==> config.mk <==
export PLATFORM = sky130hd
export DESIGN_NAME = eth_rx_port_scheduler
export DESIGN_NICKNAME = d
export VERILOG_FILES = /design/src/rtl/eth_sched_pkg.sv /design/src/rtl/eth_rx_port_scheduler_rr_arbiter.sv /design/src/rtl/eth_rx_port_scheduler.sv
export SDC_FILE = /design/constraint.sdc
export NUM_CORES = 1
export LEC_CHECK = 0
export CORE_MARGIN = 5
export CORE_UTILIZATION = 47
export CTS_CLUSTER_DIAMETER = 150
export DETAILED_ROUTE_END_ITERATION = 10
export PLACE_DENSITY = 0.92
export SLEW_MARGIN = 20
export SYNTH_ARGS = -nofsm -noshare
export SYNTH_HDL_FRONTEND = slang
export SYNTH_SLANG_ARGS = --single-unit
==> constraint.sdc <==
create_clock -name clk -period 2.7 [get_ports clk]
set_clock_uncertainty 0.2 [all_clocks]
set_input_delay 0.54 -clock clk [delete_from_list [all_inputs] [get_ports clk]]
set_output_delay 0.54 -clock clk [all_outputs]
set_load 0.005 [all_outputs]
==> src/rtl/eth_sched_pkg.sv <==
// Shared types and helpers for the Ethernet RX port scheduler.
package eth_sched_pkg;

  localparam int unsigned MAX_PORTS = 4;
  localparam int unsigned CNT_W     = 16;

  typedef enum logic [1:0] {
    ST_IDLE,
    ST_STREAM,
    ST_AWAIT_META,
    ST_META
  } sched_state_t;

  function automatic logic [CNT_W-1:0] sat_inc(input logic [CNT_W-1:0] v);
    return (v == '1) ? v : v + CNT_W'(1);
  endfunction

endpackage

==> src/rtl/eth_rx_port_scheduler_rr_arbiter.sv <==
// Combinational round-robin picker: rotate requests by ptr, take the lowest
// set bit, rotate the winning index back.
module rr_arbiter #(
  parameter  int unsigned N_PORTS = 2,
  localparam int unsigned PORT_W  = $clog2(N_PORTS)
) (
  input  logic [N_PORTS-1:0] req,
  input  logic [PORT_W-1:0]  ptr,
  output logic [PORT_W-1:0]  gnt_idx,
  output logic               gnt_valid
);

  logic [N_PORTS-1:0] rot;
  int unsigned        p;
  int unsigned        off;
  logic               found;

  always_comb begin
    p     = 32'(ptr);
    rot   = '0;
    off   = 0;
    found = 1'b0;
    for (int unsigned k = 0; k < N_PORTS; k++) begin
      rot[k] = req[(p + k) % N_PORTS];
    end
    for (int unsigned k = 0; k < N_PORTS; k++) begin
      if (rot[k] && !found) begin
        found = 1'b1;
        off   = k;
      end
    end
    gnt_valid = |req;
    gnt_idx   = PORT_W'((p + off) % N_PORTS);
  end

endmodule

==> src/rtl/eth_rx_port_scheduler.sv <==
// Frame-granular round-robin scheduler sharing one IPv4 handler between
// N_PORTS ingress MAC streams; tags handler metadata with the source port.
module eth_rx_port_scheduler
  import eth_sched_pkg::*;
#(
  parameter  int unsigned DATA_WIDTH     = 8,
  parameter  int unsigned N_PORTS        = 2,
  parameter  int unsigned TIMEOUT_CYCLES = 64,
  localparam int unsigned PORT_W         = $clog2(N_PORTS)
) (
  input  logic                          clk,
  input  logic                          rst_n,
  input  logic [N_PORTS*DATA_WIDTH-1:0] s_axis_tdata,
  input  logic [N_PORTS-1:0]            s_axis_tvalid,
  output logic [N_PORTS-1:0]            s_axis_tready,
  input  logic [N_PORTS-1:0]            s_axis_tlast,
  output logic [DATA_WIDTH-1:0]         h_axis_tdata,
  output logic                          h_axis_tvalid,
  input  logic                          h_axis_tready,
  output logic                          h_axis_tlast,
  input  logic                          h_meta_valid,
  output logic                          h_meta_ready,
  output logic                          o_meta_valid,
  input  logic                          o_meta_ready,
  output logic [PORT_W-1:0]             o_meta_port,
  output logic [15:0]                   frame_count,
  output logic [15:0]                   drop_count,
  output logic                          busy
);

  localparam int unsigned     TO_W    = (TIMEOUT_CYCLES > 1) ? $clog2(TIMEOUT_CYCLES) : 1;
  localparam logic [TO_W-1:0] TO_LAST = TO_W'(TIMEOUT_CYCLES - 1);

  sched_state_t      state_q, state_d;
  logic [PORT_W-1:0] grant_q, grant_d;
  logic [PORT_W-1:0] rr_ptr_q, rr_ptr_d;
  logic [TO_W-1:0]   to_cnt_q, to_cnt_d;
  logic [CNT_W-1:0]  frame_q, frame_d;
  logic [CNT_W-1:0]  drop_q, drop_d;

  logic [PORT_W-1:0]     arb_idx;
  logic                  arb_valid;
  logic [DATA_WIDTH-1:0] g_data;
  logic                  g_valid;
  logic                  g_last;
  logic                  beat_last;
  logic [PORT_W-1:0]     next_ptr;

  rr_arbiter #(.N_PORTS(N_PORTS)) u_arb (
    .req       (s_axis_tvalid),
    .ptr       (rr_ptr_q),
    .gnt_idx   (arb_idx),
    .gnt_valid (arb_valid)
  );

  assign g_data    = s_axis_tdata[32'(grant_q)*DATA_WIDTH +: DATA_WIDTH];
  assign g_valid   = s_axis_tvalid[grant_q];
  assign g_last    = s_axis_tlast[grant_q];
  assign beat_last = (state_q == ST_STREAM) && g_valid && h_axis_tready && g_last;
  assign next_ptr  = (grant_q == PORT_W'(N_PORTS - 1)) ? '0 : grant_q + PORT_W'(1);

  always_ff @(posedge clk or negedge rst_n) begin
    if (!rst_n) begin
      state_q  <= ST_IDLE;
      grant_q  <= '0;
      rr_ptr_q <= '0;
      to_cnt_q <= '0;
      frame_q  <= '0;
      drop_q   <= '0;
    end else begin
      state_q  <= state_d;
      grant_q  <= grant_d;
      rr_ptr_q <= rr_ptr_d;
      to_cnt_q <= to_cnt_d;
      frame_q  <= frame_d;
      drop_q   <= drop_d;
    end
  end

  always_comb begin
    state_d  = state_q;
    grant_d  = grant_q;
    rr_ptr_d = rr_ptr_q;
    to_cnt_d = to_cnt_q;
    frame_d  = frame_q;
    drop_d   = drop_q;
    case (state_q)
      ST_IDLE: begin
        if (arb_valid) begin
          grant_d = arb_idx;
          state_d = ST_STREAM;
        end
      end
      ST_STREAM: begin
        if (beat_last) begin
          to_cnt_d = '0;
          state_d  = h_meta_valid ? ST_META : ST_AWAIT_META;
        end
      end
      ST_AWAIT_META: begin
        // Handler drops bad-checksum frames without metadata; bound the wait.
        if (h_meta_valid) begin
          state_d = ST_META;
        end else if (to_cnt_q == TO_LAST) begin
          state_d  = ST_IDLE;
          drop_d   = sat_inc(drop_q);
          rr_ptr_d = next_ptr;
        end else begin
          to_cnt_d = to_cnt_q + TO_W'(1);
        end
      end
      ST_META: begin
        if (o_meta_ready) begin
          state_d  = ST_IDLE;
          frame_d  = sat_inc(frame_q);
          rr_ptr_d = next_ptr;
        end
      end
      default: state_d = ST_IDLE;
    endcase
  end

  always_comb begin
    s_axis_tready = '0;
    h_axis_tdata  = '0;
    h_axis_tvalid = 1'b0;
    h_axis_tlast  = 1'b0;
    h_meta_ready  = 1'b0;
    o_meta_valid  = 1'b0;
    o_meta_port   = '0;
    case (state_q)
      ST_STREAM: begin
        h_axis_tdata           = g_data;
        h_axis_tvalid          = g_valid;
        h_axis_tlast           = g_last;
        s_axis_tready[grant_q] = h_axis_tready;
      end
      ST_META: begin
        o_meta_valid = 1'b1;
        o_meta_port  = grant_q;
        h_meta_ready = o_meta_ready;
      end
      default: ;
    endcase
  end

  assign busy        = (state_q != ST_IDLE);
  assign frame_count = frame_q;
  assign drop_count  = drop_q;

endmodule

==> flow_metrics.tcl, run 1 <==
set metrics [dict create \
    clk_latency_ns 0.30 \
    ys.flop_type "dfrtp_1" \
    rsz0062_at_grt "false" \
    port-buffer-count 72 \
    drt-initial-drc-count 48 \
    grt_pass1_wl_um 9791 \
    final_layout_size_suffix_gt1_frac 0.1169 \
    crit_buf_inv 3 \
    path_delay_family "buffers and inverters" \
    drc 0 \
    first_pass_iters 4 \
    path_max_fanout 5 \
    ant_nets 0 \
    core-area_mm2 0.005042 \
    dieArea_mm2 0.006677 \
    fin_area_mm2 0.003276 \
    startpoint_type "primary input" \
    path_depth 4 \
    hold_viol 0 \
    ys_warn_count 0 \
    grt_pass1_vias 2064 \
    timing.final.crit_share 0.9455 \
    internal_power_uw 1381 \
    synth_commonest_cells "dfrtp_1, nand3_1, xor2_1, nor2_1" \
    p_seq_frac 0.430 \
    combPwrFrac 0.365 \
    critPathKind "in2out" \
    ys_seq_elements 42 \
    finalWirelength_um 5594 \
    leakagePower_uw 0.001383 \
    synth_area_leaders "dfrtp_1, xor2_1, mux2i_1" \
    via_count 2071 \
    grt_remaining_overflow 0 \
    nFillCells 417 \
    gr-usage-all-layers 0.1874 \
    synth_area_leader_cell "dfrtp_1" \
    initial_core_util 0.4794 \
    cts_buffer_depth 2 \
    p_clk_frac 0.205 \
    cp.required_ns 1.96 \
    cap_violations 0 \
    async_reset_ff_frac 1.000 \
    max_stage_delay_ns 0.53 \
    areaGrowthSynthToFinish_pct 35.51 \
    crit_chain "clkdlybuf4s50_1, nand3_1, inv_1, clkdlybuf4s50_1" \
    numCtsBuffers 5 \
    max-slew-margin-rel 0.3902 \
    placed_area_mm2 0.003183 \
    syn-num-nets 261 \
    dp_hpwl_um 4307 \
    r2r_cells 4 \
    tightest_slew_ns 0.9147 \
    path_clk_slew_ns 0.07 \
    period_needed_ns 2.553 \
    synth-edff-count 0 \
    yosysMostFrequentCell "dfrtp_1" \
    rows 26 \
    clock_sinks 42 \
    outcome "finished, final reports clean" \
    crit_slowest_cell "clkdlybuf4s50_1" \
    yosysUniqueCellTypes 43 \
    syn_inst 233 \
    final_core_util 0.6496 \
    dp_slack_ns 0.1125 \
    antennaDiodeCount 0 \
    antenna_found_initial 0 \
    sw_frac_of_total 0.3127 \
    stdcell_count 378 \
    powerDensity_mw_per_mm2 613.4 \
    hold_buffers 0 \
    fmax_mhz 391.7 \
    synth_top_area_frac 0.4348 \
    p_sw_uw 628.3 \
    grt_max_degree 43 \
    layout.nets 335 \
    placed_cells 370 \
    wl_per_cell_um 14.80 \
    fin_ws_ns 0.1471 \
    place_congestion 0.8446 \
    postCtsSetupBuffers 0 \
    cts-htree-levels 2 \
    seq_area_frac_synth 0.4348 \
    clockRootBuffer "clkbuf_8" \
    critPathCaptureType "primary output" \
    crit_top_cell "clkdlybuf4s50_1" \
    synth_area_mm2 0.002417 \
    critical_path_arrival_ns 1.81 \
    hp-class "in2async" \
    synth.avg_cell_area_um2 10.37 \
    cts_tree "done" \
    peakVddDrop_v 0.0005354 \
    report.final.slew_viol_count 0 \
    die_y_um 81.72 \
    setup_violations 0 \
    io_pins 73 \
    viasPerCell 5.479 \
    fp.dieW_um 81.72 \
    tns_ns 0 \
]
==> placed cells by master (no fill, tap or decap), drive strengths merged, types with 9 or more instances in the layout <==
master,n
clkdlybuf4s50,71
and3,9
nand3,18
mux2i,13
nand4,13
xnor2,10
xor2,17
nand2,13
nor4,11
dfrtp,42
nor2,16
==> stage by stage <==
stage,power (uW),hold WS [ns]
2_1_floorplan,1211,0.04441
3_3_place_gp,1587,0.2692
3_5_place_dp,1611,0.2809
4_1_cts,2036,0.2040
5_1_grt,2148,0.2562
6_report,2009,0.1760
==> cells by family (layout without fill, tap and decap cells) <==
logic type | count (synthesis) | in the layout | share of synthesized area
flip-flops | 42 | 42 | 0.4348
buffers and inverters | 18 | 93 | 0.04347
multiplexers | 17 | 17 | 0.07401
adder cells (fa/ha/maj) | 3 | 3 | 0.01553
AND/OR/NAND/NOR | 105 | 105 | 0.2754
XOR/XNOR | 27 | 27 | 0.09782
AO/OA/AOI/OAI | 21 | 21 | 0.05900
==> worst reg2reg max path, cell delays in order (launching register included) <==
cell and delay, ns:
dfrtp_1 0.51, nand2b_2 0.29, or4_4 0.67, nor2_1 0.21
mux2_2 0.35
==> cell type report <==
cell class	instances	area, um2	share of cell area
multi-input combinational	173	1261	0.3850
sequential	42	1052	0.3212
timing repair buffer	77	753.2	0.2299
tap	70	87.58	0.02674
clock buffer	7	86.33	0.02636
inverter	8	30.03	0.009167
clock inverter	1	5.005	0.001528
==> power by group through the flow <==
stage	sequential (uW)	clock (uW)	combinational (uW)
after CTS	860	430	746
after global placement	866	0	721
after global routing	886	462	801
final	864	413	733
after floorplan	788	0	422
after detailed placement	869	0	742
==> state kept, by name, summed over array words and instances, names as in the netlist <==
register / flops
drop_count: 16
frame_count: 16
state_q: 2
grant_q: 1
to_cnt_q: 6
rr_ptr_q: 1
==> final timing paths <==
check / from / end / slack (ns)
hold reg to reg: to_cnt_q[5]$_DFFE_PN0P_ / to_cnt_q[5]$_DFFE_PN0P_ / 0.29
max in group asynchronous: rst_n / grant_q$_DFFE_PN0P_ / 1.49
setup / recovery: o_meta_ready / h_meta_ready / 0.15
hold / removal: rst_n / drop_count[6]$_DFFE_PN0P_ / 0.18
min in group clk: to_cnt_q[5]$_DFFE_PN0P_ / to_cnt_q[5]$_DFFE_PN0P_ / 0.29
setup reg to reg: state_q[0]$_DFFE_PN0P_ / drop_count[1]$_DFFE_PN0P_ / 0.36
==> metal layers <==
layer / global-route usage / routed length, um / part of all wire
met4: 0.06977 / 97 / 0.017
met2: 0.3257 / 2891 / 0.52
met3: 0.03618 / 240 / 0.043
met1: 0.2299 / 2363 / 0.42
met5: 0 / 0 / 0
==> what timing repair did <==
item	4_1_cts	5_1_grt
hold endpoints to repair	0	0
gates resized for setup	0	1
setup endpoints to repair	0	6
(Power assumes the default switching activity.)
==> run 2, diff against run 1 <==
--- a/config.mk
+++ b/config.mk
@@ -5,8 +5,10 @@
 export SDC_FILE = /design/constraint.sdc
 export NUM_CORES = 1
 export LEC_CHECK = 0
+export ABC_AREA = 1
+export ABC_CLOCK_PERIOD_IN_PS = 2700
 export CORE_MARGIN = 5
-export CORE_UTILIZATION = 47
+export CORE_UTILIZATION = 49
 export CTS_CLUSTER_DIAMETER = 150
 export DETAILED_ROUTE_END_ITERATION = 10
 export PLACE_DENSITY = 0.92
==> constraint.sdc (replaced) <==
create_clock -name clk -period 2.7 [get_ports clk]
set_clock_uncertainty 0.2 [all_clocks]
set_input_delay 0.54 -clock clk [delete_from_list [all_inputs] [get_ports clk]]
set_output_delay 0.54 -clock clk [all_outputs]
set_load 0.1 [all_outputs]
==> run 2 against run 1 <==
Final cell count grew 47%; sequential power rose by 2%; global-route usage is 1.3 points higher; largest cell class unchanged; highest routed layer unchanged; critical endpoint is now h_axis_tlast.
==> flow_metrics.tcl, run 2 <==
set metrics [dict create \
    outcome "finished, final reports clean" \
    placed_cells 549 \
    crit_buf_inv 2 \
    hp-class "reg2reg" \
    ys_warn_count 0 \
    syn_inst 410 \
    async_reset_ff_frac 1.000 \
    viasPerCell 5.061 \
    cts_buffer_depth 2 \
    setup_violations 0 \
    final_cell_mix "nand2_1, dfrtp_1, inv_1, nor2_1, buf_4" \
    final_layout_size_suffix_gt1_frac 0.1773 \
    rows 27 \
    hold_buffers 1 \
    place_congestion 0.8211 \
    path_delay_family "buffers and inverters" \
    ys_seq_elements 42 \
    r2r_cells 8 \
    max_stage_delay_ns 0.54 \
    cts-htree-levels 2 \
    yosysUniqueCellTypes 27 \
    via_count 2819 \
    top_usage_layer "met2" \
    seq_area_frac_synth 0.3770 \
    grt_max_degree 26 \
    leakagePower_uw 0.001747 \
    drt-initial-drc-count 154 \
    grt_pass1_wl_um 12060 \
    path_depth 4 \
    grt_pass1_vias 2716 \
    clk_latency_ns 0.29 \
    total_power_uw 3602 \
    reg2reg_slack_ns 0.50 \
    cap_violations 0 \
    stdcell_count 557 \
    timing.rr.start "drop_count[0]$_DFFE_PN0P_" \
    critPathCaptureType "primary output" \
    fmax_mhz 386.2 \
    core-area_mm2 0.005507 \
    numCtsBuffers 5 \
    layout_commonest_cell "nand2_1" \
    use_met2 0.3651 \
    crit_start "grant_q$_DFFE_PN0P_" \
    globalRouteMet3Util 0.03398 \
    antenna_found_initial 0 \
    cp.required_ns 1.96 \
    hold_viol 0 \
    cts_tree "done" \
    path_max_fanout 14 \
    antennaDiodeCount 0 \
    peakVddDrop_v 0.0008430 \
    rsz0062_at_grt "false" \
    clock_sinks 42 \
    first_pass_iters 4 \
    syn-num-nets 438 \
    path_clk_slew_ns 0.07 \
    finalWirelength_um 7141 \
    initial_core_util 0.5062 \
    synth_area_mm2 0.002788 \
    clockRootBuffer "clkbuf_8" \
    period_needed_ns 2.590 \
    critical_path_arrival_ns 1.85 \
    tightest_slew_ns 0.4444 \
    use_met1 0.2377 \
    cts_resized 0 \
    postCtsSetupBuffers 0 \
    max-slew-margin-rel 0.7027 \
    combPwrFrac 0.646 \
    p_clk_frac 0.109 \
    reg2reg_to "drop_count[11]$_DFFE_PN0P_" \
    p_seq_frac 0.245 \
    drc 0 \
    grt_remaining_overflow 0 \
    io_pins 73 \
    internal_power_uw 1531 \
    yosysMostFrequentCell "nand2_1" \
    critPathKind "reg2out" \
    synth_commonest_cells "nand2_1, dfrtp_1, inv_1, nor2_1, nand3_1" \
    dp_hpwl_um 5473 \
    die_y_um 85.43 \
    crit_chain "inv_1, nand2_1, a21oi_1, buf_12" \
    synth.avg_cell_area_um2 6.799 \
    synth_area_leader_cell "dfrtp_1" \
    ys.flop_type "dfrtp_1" \
    p_sw_uw 2070 \
    synth-edff-count 0 \
    wl_per_cell_um 12.82 \
    areaGrowthSynthToFinish_pct 32.99 \
    sw_frac_of_total 0.5748 \
    timing.final.crit_share 0.9591 \
    dieArea_mm2 0.007297 \
    layout.nets 513 \
    crit_slowest_cell "dfrtp_1" \
    gr-usage-all-layers 0.2005 \
    synth_top_area_frac 0.3770 \
    report.final.slew_viol_count 0 \
    synth_area_leaders "dfrtp_1, nand2_1, inv_1" \
    fp.dieW_um 85.43 \
    powerDensity_mw_per_mm2 971.5 \
    startpoint_type "register" \
    endpoint "h_axis_tlast" \
    ant_nets 0 \
    port-buffer-count 72 \
]
-- run 2: changes by cell type in the layout (fill, tap and decap cells not counted), moves of 13 or more --
| cell | before | now |
|---|---|---|
| nand2_1 | 13 | 169 |
| clkdlybuf4s50_1 | 71 | 23 |
| buf_4 | 5 | 37 |
| inv_1 | 8 | 39 |
| nor2_1 | 16 | 39 |
| buf_12 | 0 | 14 |
| mux2i_1 | 13 | 0 |
-- run 2: logic make-up (layout without fill, tap and decap cells) --
group                    Yosys count  after routing  share of synthesized area
AND/OR/NAND/NOR                  264            264                     0.4066
flip-flops                        42             42                     0.3770
AO/OA/AOI/OAI                     31             31                    0.05880
adder cells (fa/ha/maj)            3              3                    0.01347
buffers and inverters             49            124                    0.07810
XOR/XNOR                          21             21                    0.06598
-- run 2: worst min path at each step --
stage | startpoint | end | slack [ns] | cells past startpoint
2_1_floorplan | rst_n | drop_count[0]$_DFFE_PN0P_ | 0.04 | 0
3_3_place_gp | to_cnt_q[5]$_DFFE_PN0P_ | to_cnt_q[5]$_DFFE_PN0P_ | 0.29 | 2
3_5_place_dp | to_cnt_q[5]$_DFFE_PN0P_ | to_cnt_q[5]$_DFFE_PN0P_ | 0.29 | 2
4_1_cts | to_cnt_q[5]$_DFFE_PN0P_ | to_cnt_q[5]$_DFFE_PN0P_ | 0.31 | 2
5_1_grt | to_cnt_q[5]$_DFFE_PN0P_ | to_cnt_q[5]$_DFFE_PN0P_ | 0.33 | 2
6_report | to_cnt_q[5]$_DFFE_PN0P_ | to_cnt_q[5]$_DFFE_PN0P_ | 0.32 | 2
-- run 2: worst reg2reg max path, cell delays in order (launching register included) --
cell	delay, ns
dfrtp_1	0.47
ha_1	0.24
nand3_2	0.17
nor2_4	0.20
nand4_2	0.10
nand2_2	0.36
inv_2	0.22
nand2_1	0.10
nand2_1	0.05
-- run 2: layout make-up --
type | instances | area (um2)
fill | 440 | 1799
multi-input combinational | 319 | 1529
sequential | 42 | 1051
timing repair buffer | 76 | 803.3
inverter | 41 | 153.9
tap | 72 | 90.09
clock buffer | 6 | 72.57
clock inverter | 1 | 7.507
-- run 2: metal layers --
layer / wire length [um] / part of all wire / vias up
met5: 0 / 0 / -
met4: 112 / 0.016 / 0
met3: 215 / 0.030 / 14
met2: 3713 / 0.52 / 49
met1: 3100 / 0.43 / 1331
li1: - / - / 1425
-- run 2: power by group through the flow --
stage                     logic (uW)  registers [uW]  clock network [uW]
after floorplan                 1260            1250                   0
after global placement          2300             878                   0
after detailed placement        2330             885                   0
after CTS                       2340             877                 399
after global routing            2430             895                 428
final                           2330             881                 392
-- run 2: stage by stage --
step / hold WS [ns] / worst slack, ns / area [um2] / TNS, ns / utilization
floorplan: 0.04441 / -0.3661 / 2798 / -3.356 / -
global placement: 0.2937 / 0.3939 / 3617 / 0 / 0.6569
detailed placement: 0.2918 / 0.3259 / 3617 / 0 / 0.6569
CTS: 0.3112 / 0.1214 / 3707 / 0 / 0.6733
global route: 0.3309 / 0.01709 / 3707 / 0 / 0.6733
finish: 0.3151 / 0.1104 / 3707 / 0 / 0.6733
